## src/rtl/demux_scan_ctrl.sv

```systemverilog
// demux_scan_ctrl: frame-to-channel sequencer feeding a 1-to-8 demultiplexer.
// An 8-bit frame is accepted over valid/ready and presented bit-by-bit on D
// while sel steps through channels 0..7, each held for SLOT_CYCLES clocks.
// Optional feature: define DEMUX_SCAN_LOOP_EN to make an idle-ending scan
// restart on the held frame instead of returning to IDLE.
module demux_scan_ctrl #(
    parameter int SLOT_CYCLES = 4
) (
    input  logic       clk,
    input  logic       rst,
    input  logic [7:0] din,
    input  logic       din_valid,
    output logic       din_ready,
    output logic       D,
    output logic [2:0] sel,
    output logic       EN,
    output logic       busy,
    output logic       frame_done
);

    localparam int SW = (SLOT_CYCLES > 1) ? $clog2(SLOT_CYCLES) : 1;
    localparam logic [SW-1:0] SLOT_LAST = SW'(SLOT_CYCLES - 1);
    localparam logic [SW-1:0] SLOT_ONE  = SW'(1);

    typedef enum logic [0:0] {
        IDLE = 1'b0,
        SCAN = 1'b1
    } state_t;

    state_t        state_r;
    state_t        state_s;
    logic [7:0]    frame_r;
    logic [7:0]    frame_s;
    logic [SW-1:0] slot_r;
    logic [SW-1:0] slot_s;
    logic [2:0]    sel_r;
    logic [2:0]    sel_s;
    logic          d_r;
    logic          d_s;
    logic          en_r;
    logic          en_s;
    logic          done_r;
    logic          done_s;
    logic          last_s;
    logic          ready_s;
    logic          accept_s;

    // The final cycle of channel 7 is the only scan cycle that can take a frame.
    assign last_s   = (state_r == SCAN) && (sel_r == 3'd7) && (slot_r == SLOT_LAST);
    assign ready_s  = (state_r == IDLE) || last_s;
    assign accept_s = din_valid && ready_s;

    assign din_ready  = ready_s;
    assign D          = d_r;
    assign sel        = sel_r;
    assign EN         = en_r;
    assign busy       = en_r;
    assign frame_done = done_r;

    // Next-state and next-output decode; outputs are derived from the next
    // state so that D/sel/EN/frame_done are all plain flops at the demux.
    always_comb begin
        state_s = state_r;
        frame_s = frame_r;
        slot_s  = slot_r;
        sel_s   = sel_r;
        case (state_r)
            IDLE: begin
                if (accept_s) begin
                    frame_s = din;
                    slot_s  = {SW{1'b0}};
                    sel_s   = 3'd0;
                    state_s = SCAN;
                end else begin
                    state_s = IDLE;
                end
            end
            SCAN: begin
                if (last_s) begin
                    slot_s = {SW{1'b0}};
                    sel_s  = 3'd0;
                    if (accept_s) begin
                        frame_s = din;
                        state_s = SCAN;
                    end else begin
`ifdef DEMUX_SCAN_LOOP_EN
                        state_s = SCAN;
`else
                        state_s = IDLE;
`endif
                    end
                end else if (slot_r == SLOT_LAST) begin
                    slot_s = {SW{1'b0}};
                    sel_s  = sel_r + 3'd1;
                end else begin
                    slot_s = slot_r + SLOT_ONE;
                end
            end
            default: begin
                state_s = IDLE;
                slot_s  = {SW{1'b0}};
                sel_s   = 3'd0;
            end
        endcase

        en_s = (state_s == SCAN);
        if (en_s) begin
            d_s    = frame_s[sel_s];
            done_s = (sel_s == 3'd7) && (slot_s == SLOT_LAST);
        end else begin
            d_s    = 1'b0;
            done_s = 1'b0;
        end
    end

    // Scan FSM state, counters and registered demux-facing outputs.
    always_ff @(posedge clk or posedge rst) begin
        if (rst) begin
            state_r <= IDLE;
            frame_r <= 8'd0;
            slot_r  <= {SW{1'b0}};
            sel_r   <= 3'd0;
            d_r     <= 1'b0;
            en_r    <= 1'b0;
            done_r  <= 1'b0;
        end else begin
            state_r <= state_s;
            frame_r <= frame_s;
            slot_r  <= slot_s;
            sel_r   <= sel_s;
            d_r     <= d_s;
            en_r    <= en_s;
            done_r  <= done_s;
        end
    end

endmodule

```

## config.mk

```make
export PLATFORM = sky130hd
export DESIGN_NAME = demux_scan_ctrl
export DESIGN_NICKNAME = d
export VERILOG_FILES = /design/src/rtl/demux_scan_ctrl.sv
export SDC_FILE = /design/constraint.sdc
export NUM_CORES = 1
export LEC_CHECK = 0
export CAP_MARGIN = 5
export CORE_ASPECT_RATIO = 1.2
export CORE_UTILIZATION = 52
export DETAILED_ROUTE_END_ITERATION = 6
export GPL_TIMING_DRIVEN = 0
export PLACE_DENSITY = 0.81
export SYNTH_ARGS = -nofsm -noshare
export SYNTH_HDL_FRONTEND = slang
export SYNTH_SLANG_ARGS = --single-unit
export TNS_END_PERCENT = 30
```

## constraint.sdc

```tcl
create_clock -name clk -period 3.9 [get_ports clk]
set_input_delay 0.585 -clock clk [delete_from_list [all_inputs] [get_ports clk]]
set_output_delay 0.585 -clock clk [all_outputs]
set_load 0.01 [all_outputs]
```

Yosys cells after proc, flatten, opt, wreduce, memory -nomap -nowiden --
Index checks and enable logic that the tools add are counted.
Storage, ports and cells: bits in latches 0, memories 0, word-level logic and storage cells 37, flip-flop bits (word level) 16, bits of input ports 11, RAM bits 0, ROM bits 0, output and inout bits 8
Cells by class: bitwise gates (word level) 1, $add $sub $neg 2, equality and inequality tests 4, reductions and logical operators 5, $lt $le $gt $ge 1, muxes and demuxes 18, multiply operators 0, shift operators 0, div/mod/pow operators 0
Operators by type and width (number):
- $mux W8 | 2
- $pmux W8 S2 | 1
- $mux W3 | 3
- $eq A3 B3 Y1 const B | 2
- $mux W2 | 3
- $pmux W3 S2 | 1
- $mux W1 | 5
- $eq A2 B2 Y1 const B | 2
- $logic_and A1 B1 Y1 | 4
- $lt A3 B4 Y1 const B | 1
- $pmux W2 S2 | 1
- $add A3 B1 Y3 const B | 1
- $bmux W1 S3 | 1
- $add A2 B1 Y2 const B | 1
- $pmux W1 S2 | 1
- $logic_or A1 B1 Y1 | 1
- $not A1 Y1 | 1

Logic depth before layout (Yosys ltp) --
word-level depth 11, depth in mapped cells 8, mapped depth without buffers 7

Worst setup path before layout --
Ideal clock, no wire load.
path kind register to register, start point register sel_r[0] (netlist: sel[0]), end point register d_r (netlist: D), period minus slack after synthesis 1.884 ns, path slack 2.016 ns, required time 3.765 ns, library setup time 0.135 ns, data arrival time 1.749 ns, stages on the path, launching flop included 9, path buffers 1, path through dfrtp_1 ha_1 ha_1 a21bo_1 buf_6 nand2_4 mux2_4 o2111ai_2 o211ai_1
On the way: word-level cells in the longest chain between the ends 11, elaborated cells on any way between the ends 19, classes of those cells add/sub: 1; eq/ne: 1; mux: 13; reduce/logical: 4
RTL lines:
- from (decl) | line 36 | logic [2:0] sel_r;
- from (signal assigned) | line 130 | sel_r <= sel_s;
- $eq A3 B3 Y1 * | line 49 | assign last_s = (state_r == SCAN) && (sel_r == 3'd7) && (slot_r == SLOT_LAST);
- $logic_and A1 B1 Y1 * (2 in a row) | line 49
- $logic_or A1 B1 Y1 * | line 50 | assign ready_s = (state_r == IDLE) || last_s;
- named net din_ready | line 13 | output logic din_ready,
- $logic_and A1 B1 Y1 * | line 51 | assign accept_s = din_valid && ready_s;
- $mux W8 * | line 69, 82
- $mux W8 | line 79 | if (last_s) begin
- $pmux W8 S2 * | line 67 | case (state_r)
- named net frame_s[7] | line 33 | logic [7:0] frame_s;
- $bmux W1 S3 * | line 108 | d_s = frame_s[sel_s];
- $mux W1 (not written as such) * | line 108
- $mux W1 * | line 107 | if (en_s) begin
- named net d_s | line 39 | logic d_s;
- to (signal assigned) | line 131 | d_r <= d_s;
- to (decl) | line 38 | logic d_r;
The timed path passes the listed nets; every way through them passes the cells marked *. The select of a mux whose other input is x is not followed.

Final worst setup path --
start point register sel_r[0] (netlist: sel[0]), end point output din_ready
On the way: word-level cells in the longest chain between the ends 4
RTL lines (line):
- $eq A3 B3 Y1 | 49
- $logic_and A1 B1 Y1 (2 in a row) | 49
- $logic_or A1 B1 Y1 | 50
- to (decl) | 13
No other way between the ends.

==> flow_metrics.tcl <==
set metrics [dict create \
    outcome "finished, final reports clean" \
    port_buffers 18 \
    fp.dieW_um 39.9 \
    netlist_area_um2 895 \
    ff2ff_setup_slack_ns 1.91 \
    fillCellCount 138 \
    clockRootBuffer "clkbuf_4" \
    post_cts_resized 0 \
    post-route-period-util 0.650 \
    synthToLayoutAreaGrowth_pct 26.7 \
    cts.htree.levels 1 \
    hold_viol 0 \
    post-route-min-period_ns 2.53 \
    setup_tns_ns 0 \
    clockBufferDepth 2 \
    cts_tree "done" \
    start_util 0.552 \
    regArea_um2 400 \
    drt_iter0_markers 10 \
    synthArstFlopShare 1.00 \
    worstPathArrival_ns 1.95 \
    clock-sinks 16 \
    r2r_cells 6 \
    hold_start "frame_r[3]" \
    wl_um 1710 \
    drc 0 \
    grt_pass1_vias 650 \
    dp.final_hpwl_um 1270 \
    leakage_nw 0.547 \
    multi_input_area_um2 419 \
    worst_clock_skew_ns 0.00730 \
    critPathLaunch "sel[0]" \
    first_pass_iters 2 \
    syn_nets 93 \
    coreArea_um2 1620 \
    rsz0062_at_grt "no" \
    n_antenna_cell 0 \
    powerDensity_nw_per_um2 630 \
    crit_required_ns 3.31 \
    yosys_warnings 0 \
    hold_depth 2 \
    cts_made_buffers 3 \
    cp_max_fo 9 \
    maxSlewViolCount 0 \
    grt_use_total 0.224 \
    fin_util 0.699 \
    crit_type "flop to output pin" \
    synth_edf_count 0 \
    drv_cap 0 \
    tightest_slew_ns 0.670 \
    holdCritPathClass "flop to flop" \
    synth_largest_area_cell "dfrtp_1" \
    fin_nets 116 \
    syn_area_per_cell_um2 11.3 \
    clk_pin_slew_ns 0.10 \
    peakVddDrop_v 0.000338 \
    synth_area_leaders "dfrtp_1, a32oi_1, mux2i_1, and2_1, ha_1" \
    hold_end "frame_r[3]" \
    post_cts_buffers 0 \
    gp_congestion 0.734 \
    fp.dieH_um 47.4 \
    drive_gt1_frac 0.149 \
    synth_ff_type "dfrtp_1" \
    rows 16 \
    synthCells 79 \
    clk_latency_ns 0.29 \
    finalSetupViolCount 0 \
    startpoint_type "flop" \
    ys_types 30 \
    dieArea_um2 1890 \
    worstReg2RegEnd "D" \
    grt_overflow_total 0 \
    endpoint_kind "output pin" \
    vias 656 \
    io_pins 19 \
    vias_per_cell 5.51 \
    grt_pass1_wl_um 2790 \
    antenna_found_initial 0 \
    ant_nets 0 \
    reg2reg_from "sel[0]" \
    relSlewSlack 0.549 \
    ys_seq_elements 16 \
    wl_per_cell_um 14.4 \
    grt_max_degree 17 \
    ys_seq_area_frac 0.448 \
    max_freq_ghz 0.395 \
    synth_top_area_frac 0.448 \
    ctsHoldBuffers 0 \
]
kinds of logic after synthesis:
family,Yosys count,share of synthesized area
and+or+nand+nor,26,0.211
adders and majority gates,3,0.0420
AOI/OAI and AO/OA,15,0.141
buffers and inverters,13,0.0839
muxes,6,0.0741
DFF,16,0.448
power by group:
part | total [mW] | internal [mW] | switching [mW]
Sequential | 0.259 | 0.229 | 0.0308
Combinational | 0.346 | 0.176 | 0.169
Clock | 0.109 | 0.0568 | 0.0526
sequential cells by signal, indices dropped and copies added (netlist names):
| name | flops |
|---|---|
| frame_done | 1 |
| D | 1 |
| slot_r | 2 |
| frame_r | 8 |
| sel | 3 |
| EN | 1 |
stage by stage:
| step | std cells | worst slack (ns) | cell area [µm²] | total power [mW] | hold slack [ns] |
|---|---|---|---|---|---|
| finish | 119 | 1.37 | 1130 | 0.714 | 0.514 |
| global route | 119 | 1.31 | 1130 | 0.763 | 0.537 |
| CTS | 119 | 1.35 | 1130 | 0.723 | 0.517 |
| detailed placement | 115 | 1.55 | 1100 | 0.610 | 0.493 |
| global placement | 115 | 1.58 | 1100 | 0.594 | 0.484 |
| floorplan | 79 | 2.02 | 895 | 0.504 | 0.467 |
cells in the mapped netlist (2+ instances only):
cell type	n
nand2_1	2
nand3_1	3
a32oi_1	6
dfrtp_1	16
and2_1	6
nand2b_1	3
o21ai_0	2
ha_1	3
nor2_1	2
mux2i_1	4
buf_6	3
inv_1	9
nand3b_1	2
o211ai_1	2
critical path, stage by stage, from the launching register on:
cell	delay (ns)
dfrtp_1	0.42
ha_1	0.21
ha_1	0.22
a21bo_1	0.19
buf_6	0.14
clkdlybuf4s50_1	0.47
cells in the final DEF, fill, tap and decap left out, drive strengths merged:
cell and instances:
and4bb 1, a21boi 1, mux2 2, a21bo 1, and3b 1, ha 3, a21o 1, and2 6
or2b 1, nand3 3, nor2 2, nand4b 1, nand2 3, inv 9, clkbuf 4, buf 4
dfrtp 16, nor3 1, nand2b 3, clkdlybuf4s50 18, nand3b 2, a32oi 6, o211ai 2, o21ai 2
nor2b 1, a22o 1, o2111ai 1, mux2i 4, nor3b 1
metal layers:
layer / vias up / routed length [µm] / GRT usage
met3: 2 / 36 / 0.0419
met5: - / 0 / 0
met1: 319 / 767 / 0.264
li1: 322 / - / -
met4: 0 / 18 / 0.103
met2: 13 / 892 / 0.387
how the worst max path moves through the flow:
stage                           end  slack (ns)  cells past startpoint
final                     din_ready        1.37                      5
after CTS                 din_ready        1.35                      5
after floorplan                   D        2.02                      8
after global placement            D        1.58                      7
after detailed placement          D        1.55                      7
after global routing      din_ready        1.31                      5
final cells by class:
type,count,share of cell area
multi-input cells,50,0.370
repair buffers,18,0.159
well taps,18,0.0199
flip-flops and latches,16,0.353
plain buffers,4,0.0364
inverters,9,0.0298
clock buffers,4,0.0320
(Power assumes the default switching activity.)
